--- src/rtl/goto_chk_pkg.sv ---
// Shared types, default sizes and helpers for the goto-repetition checker.
package goto_chk_pkg;

    typedef enum logic {
        IDLE  = 1'b0,
        CHECK = 1'b1
    } chk_state_e;

    // Counter width able to hold the value n.
    function automatic int cnt_w(input int n);
        return (n < 1) ? 1 : $clog2(n + 1);
    endfunction

    localparam int GET_REPS_DEF = 2;
    localparam int PUT_REPS_DEF = 2;
    localparam int TIMEOUT_DEF  = 16;
    localparam int GET_W_DEF    = $clog2(GET_REPS_DEF + 1);
    localparam int PUT_W_DEF    = $clog2(PUT_REPS_DEF + 1);
    localparam int TMR_W_DEF    = $clog2(TIMEOUT_DEF + 1);

    // Add b to a, clamping at lim (covers wrap of the 64-bit sum too).
    function automatic logic [63:0] sat_add(input logic [63:0] a, input logic [63:0] b,
                                            input logic [63:0] lim);
        logic [63:0] s;
        s = a + b;
        return ((s > lim) || (s < a)) ? lim : s;
    endfunction

endpackage

--- src/rtl/goto_chk_chan.sv ---
// One checker channel: antecedent detector, IDLE/CHECK FSM, put counter.
// GOTO_CHK_TIMEOUT_EN adds a per-attempt timer that fails stale attempts.
module goto_chk_chan
    import goto_chk_pkg::*;
#(
    parameter int G  = GET_REPS_DEF,
    parameter int P  = PUT_REPS_DEF,
    parameter int TO = TIMEOUT_DEF
) (
    input  logic clk,
    input  logic rst_n,
    input  logic go,
    input  logic get,
    input  logic put,
    input  logic stop,
    output logic busy_d,
    output logic pass_d,
    output logic fail_d,
    output logic drop_d
);
    localparam int RW = cnt_w(G);
    localparam int PW = cnt_w(P);

    logic [G-1:0]  go_pipe;
    logic [RW-1:0] get_run;
    logic          match;

    always_ff @(posedge clk) begin
        if (!rst_n) begin
            go_pipe <= '0;
            get_run <= '0;
        end else begin
            go_pipe[0] <= go;
            for (int k = 1; k < G; k++) go_pipe[k] <= go_pipe[k-1];
            get_run <= !get ? '0 : (get_run == RW'(G)) ? get_run : get_run + 1'b1;
        end
    end

    // get_run covers ticks before this one; the current get closes the run.
    assign match = go_pipe[G-1] & get & (get_run >= RW'(G - 1));

    chk_state_e    state, state_n;
    logic [PW-1:0] pcnt, pcnt_n;
    logic          in_chk, active, done, to_hit;

    assign in_chk = (state == CHECK);
    assign active = in_chk | (match & (state == IDLE));
    assign done   = put & ((in_chk ? pcnt : '0) == PW'(P - 1));

`ifdef GOTO_CHK_TIMEOUT_EN
    localparam int TW = cnt_w(TO);
    logic [TW-1:0] tmr, tmr_n;

    assign to_hit = in_chk & (tmr == TW'(TO - 1));
`else
    logic unused_to;

    assign unused_to = (TO > 0);
    assign to_hit    = 1'b0;
`endif

    always_ff @(posedge clk) begin
        if (!rst_n) begin
            state <= IDLE;
            pcnt  <= '0;
`ifdef GOTO_CHK_TIMEOUT_EN
            tmr   <= '0;
`endif
        end else begin
            state <= state_n;
            pcnt  <= pcnt_n;
`ifdef GOTO_CHK_TIMEOUT_EN
            tmr   <= tmr_n;
`endif
        end
    end

    always_comb begin
        state_n = state;
        pcnt_n  = pcnt;
`ifdef GOTO_CHK_TIMEOUT_EN
        tmr_n   = tmr;
`endif
        case (state)
            IDLE: begin
                if (match && !stop && !done) begin
                    state_n = CHECK;
                    pcnt_n  = PW'(put);
`ifdef GOTO_CHK_TIMEOUT_EN
                    tmr_n   = '0;
`endif
                end
            end
            CHECK: begin
                if (stop || done || to_hit) begin
                    state_n = IDLE;
                end else begin
                    pcnt_n = pcnt + PW'(put);
`ifdef GOTO_CHK_TIMEOUT_EN
                    tmr_n  = tmr + 1'b1;
`endif
                end
            end
            default: state_n = IDLE;
        endcase
    end

    // Stop beats put-completion, which beats timeout.
    always_comb begin
        pass_d = active & ~stop & done;
        fail_d = active & (stop | (~done & to_hit));
        drop_d = in_chk & match;
        busy_d = in_chk | (state_n == CHECK);
    end

endmodule

--- config.mk ---
export PLATFORM = sky130hd
export DESIGN_NAME = goto_chk_chan
export DESIGN_NICKNAME = d
export VERILOG_FILES = /design/src/rtl/goto_chk_pkg.sv /design/src/rtl/goto_chk_chan.sv
export SDC_FILE = /design/constraint.sdc
export NUM_CORES = 1
export LEC_CHECK = 0
export CELL_PAD_IN_SITES_DETAIL_PLACEMENT = 0
export CELL_PAD_IN_SITES_GLOBAL_PLACEMENT = 1
export CORE_AREA = 5 5 42 44
export DETAILED_ROUTE_END_ITERATION = 16
export DIE_AREA = 0 0 47 49
export GPL_TIMING_DRIVEN = 0
export PLACE_DENSITY_LB_ADDON = 0.1
export SLEW_MARGIN = 20
export SYNTH_ARGS = -nofsm -noshare
export SYNTH_HDL_FRONTEND = slang
export SYNTH_SLANG_ARGS = --single-unit
--- constraint.sdc ---
create_clock -name clk -period 1.58 [get_ports clk]
set_input_delay 0.474 -clock clk [delete_from_list [all_inputs] [get_ports clk]]
set_output_delay 0.474 -clock clk [all_outputs]
set_load 0.005 [all_outputs]
==> results.yml <==
setup_path:
  timing.critical_path.required_ns: 1.11
  largest_delay_contributor_family_on_the_critical_path: "simple AND/OR/NAND/NOR gates"
  worst_setup_path_end_kind: "primary output"
  path_max_fanout: 2
  crit_path_top_delay_cell: "sky130_fd_sc_hd__dfxtp_2"
  cp-start-kind: "register"
  critPathKind: "reg2out"
  cp_cell_sequence: "inv_2 > ha_4 > and4bb_4 > or2_1 > buf_2"
  crit_arrival_ns: 1.29
  cp_num_buf_inv: 2
  worst_path_largest_cell_delay_ns: 0.32
status:
  run_status: "complete, but fails checks"
  violations: "negative setup slack"
yosys:
  synth.ff_latch_count: 7
  postSynth.asyncResetShare_pct: 0
  cell_type_with_the_largest_total_area_after_synthesis: "sky130_fd_sc_hd__dfxtp_1"
  yosys-top-cells-count: "sky130_fd_sc_hd__dfxtp_1, sky130_fd_sc_hd__nor2_1, sky130_fd_sc_hd__ha_1, sky130_fd_sc_hd__inv_1"
  synth_top_area_share_pct: 37.7
  synth_most_common_cell: "sky130_fd_sc_hd__dfxtp_1"
  synthFlopType: "sky130_fd_sc_hd__dfxtp_1"
  post_synth_inst_count: 39
  yosysWarnings: 0
  avgSynthCellArea_um2: 9.53
  synth_enable_flop_cells: 0
  mappedNetlistNets: 48
  synth.distinct_cells: 21
  seq_total_area_yosys_pct: 37.7
  summed_instance_area_of_the_synthesized_netlist_um2: 372
  synthTopCellsByArea: "sky130_fd_sc_hd__dfxtp_1, sky130_fd_sc_hd__ha_1, sky130_fd_sc_hd__mux2i_1, sky130_fd_sc_hd__and4bb_4, sky130_fd_sc_hd__nand3b_1"
clock_tree:
  clkSlewWorstSetupHoldPaths_ns: 0.05
  clock_sink_count: 7
  cts_made_buffers: 3
  ctsRootBufferMaster: "sky130_fd_sc_hd__clkbuf_4"
  cts_hold_repair.buffers: 0
  cts_tree: "yes"
  maximum_clock_path_buffer_count: 2
  cts-htree-levels: 1
  worst_skew_late_latency_ns: 0.26
grt:
  pin_count_of_the_biggest_net_entering_global_routing: 8
  grt_first_pass_wirelength_um: 1450
  grt_util_all_layers_pct: 8.60
  gr_overflow_total: 0
  grt_pass1_vias: 352
  antenna_found_initial: 0
place:
  dpl.hpwl_um: 616
  place_congestion: 0.800
  placement.io_buffers: 9
pwr:
  netSwitchingPower_uw: 93.8
  power_frac_clock_pct: 41.0
  sequentialPowerShare_pct: 46.1
  peakVddDrop_mv: 0.277
  power.internal_uw: 310
  sw_share_pct: 23.2
  power_density_nw_per_um2: 712
  cellLeakagePower_nw: 0.250
  comb_power_share_pct: 12.9
cells_and_area:
  layout-area-overhead-vs-synth_pct: 52.5
  post_route_cells_drive_above_1_share_pct: 45.8
  count_of_filler_cells_inserted_in_the_layout: 144
  antennaDiodeCount: 0
  final_nets: 69
min_path:
  hp-class: "reg2reg"
sta:
  final_hold_viol_count: 0
  rsz0062_at_grt: "true"
  final_period_minus_worst_setup_slack_ns: 1.76
  final.setup.worst_slack_ns: -0.179
  fin_worst_hold_slack_ns: 0.436
  worst_max_slew_margin_expressed_relative_to_the_limit_pct: 82.1
  tightest_slew_ns: 0.268
  timing.fmax_mhz: 568
  setup_viol: 3
  fin_setup_tns_ns: -0.289
  finalCritPeriodShare_pct: 111
  finalClockSkew_ns: 0.00581
  slew_violations: 0
floorplan:
  die_height_um: 49
  floorplan.die.width_um: 47
  start_util_pct: 26.5
  placeableCoreArea_um2: 1400
  rows: 14
  fp.dieArea_um2: 2300
  ios: 10
drt:
  wl_per_cell_um: 12.0
  detailroute.via_count: 349
  wirelength_um: 899
  detailedRoute.firstIterationViolations: 5
  ant_nets: 0
  drt_pre_antenna_iters: 4
  avgViaCountPerCell: 4.65
  drc_errors: 0
run:
  timing.max_cap.violations: 0
path summary, 6_finish.rpt:
check | start | endpoint | slack (ns) | depth (start not counted)
worst max-delay path | get_run[0] | busy_d | -0.18 | 5
worst min-delay path | go_pipe[0] | go_pipe[1] | 0.44 | 1
worst max register to register | get_run[0] | pcnt[1] | 0.26 | 6
worst min register to register | go_pipe[0] | go_pipe[1] | 0.44 | 1
cells in the final DEF, fill, tap and decap left out, types with 2 or more instances in the layout:
cell / count
sky130_fd_sc_hd__mux2i_1: 2
sky130_fd_sc_hd__clkdlybuf4s50_1: 2
sky130_fd_sc_hd__clkbuf_2: 3
sky130_fd_sc_hd__buf_2: 3
sky130_fd_sc_hd__nor2_1: 2
sky130_fd_sc_hd__ha_1: 2
sky130_fd_sc_hd__dfxtp_1: 5
sky130_fd_sc_hd__dfxtp_2: 2
sky130_fd_sc_hd__nand2_1: 2
sky130_fd_sc_hd__clkbuf_4: 3
sky130_fd_sc_hd__nand3b_1: 2
sky130_fd_sc_hd__inv_2: 2
sky130_fd_sc_hd__and2_1: 2
sky130_fd_sc_hd__or2_1: 2
sky130_fd_sc_hd__buf_4: 7
layer usage:
metal / GRT usage [%] / share of wire [%] / vias up
met2: 12.4 / 51 / 9
met1: 9.93 / 39 / 160
met3: 2.58 / 6.1 / 5
met4: 6.91 / 3.7 / 0
li1: - / - / 175
met5: 0 / 0 / -
layout make-up:
class | instances | area, um^2 | share of cell area [%]
Timing Repair Buffer | 16 | 111 | 19.6
Tap cell | 16 | 20.0 | 3.53
Inverter | 3 | 11.3 | 1.99
Sequential cell | 7 | 143 | 25.2
Clock buffer | 4 | 26.3 | 4.64
Multi-Input combinational cell | 29 | 255 | 45.0
registers in the layout, summed over array words and instances (netlist names):
signal and flops:
get_run 2, go_pipe 2, in_chk 1, pcnt 2
metrics by stage:
stage	worst slack (ns)	instances	cell area, um^2	power (mW)	utilization (%)
finish	-0.179	75	567	0.404	40.4
global route	-0.220	75	567	0.424	40.4
CTS	-0.193	73	546	0.408	38.9
detailed placement	-0.779	64	482	0.229	34.4
global placement	-0.780	64	482	0.228	34.4
floorplan	0.116	39	372	0.207	-
repair_timing:
action / in CTS / in global routing
buffers inserted: 5 / 2
setup endpoints to repair: 4 / 4
pin swaps: 5 / 5
resized for setup: 23 / 10
logic make-up (layout without fill, tap and decap cells):
group | count (synthesis) | after routing | synth area share, %
AOI/OAI and AO/OA | 7 | 7 | 14.5
xor gates and xnor gates | 1 | 1 | 2.36
buffers and inverters | 3 | 23 | 3.03
adders and majority gates | 3 | 3 | 10.1
and+or+nand+nor | 16 | 16 | 26.9
muxes | 2 | 2 | 5.39
DFF | 7 | 7 | 37.7
power groups by stage:
stage               combinational (mW)  sequential [mW]  clock (mW)
global route                    0.0586            0.187       0.179
detailed placement              0.0402            0.189           0
floorplan                       0.0187            0.189           0
finish                          0.0522            0.186       0.165
CTS                             0.0518            0.186       0.170
global placement                0.0386            0.189           0
No activity file was read; power rests on OpenSTA's default activity.
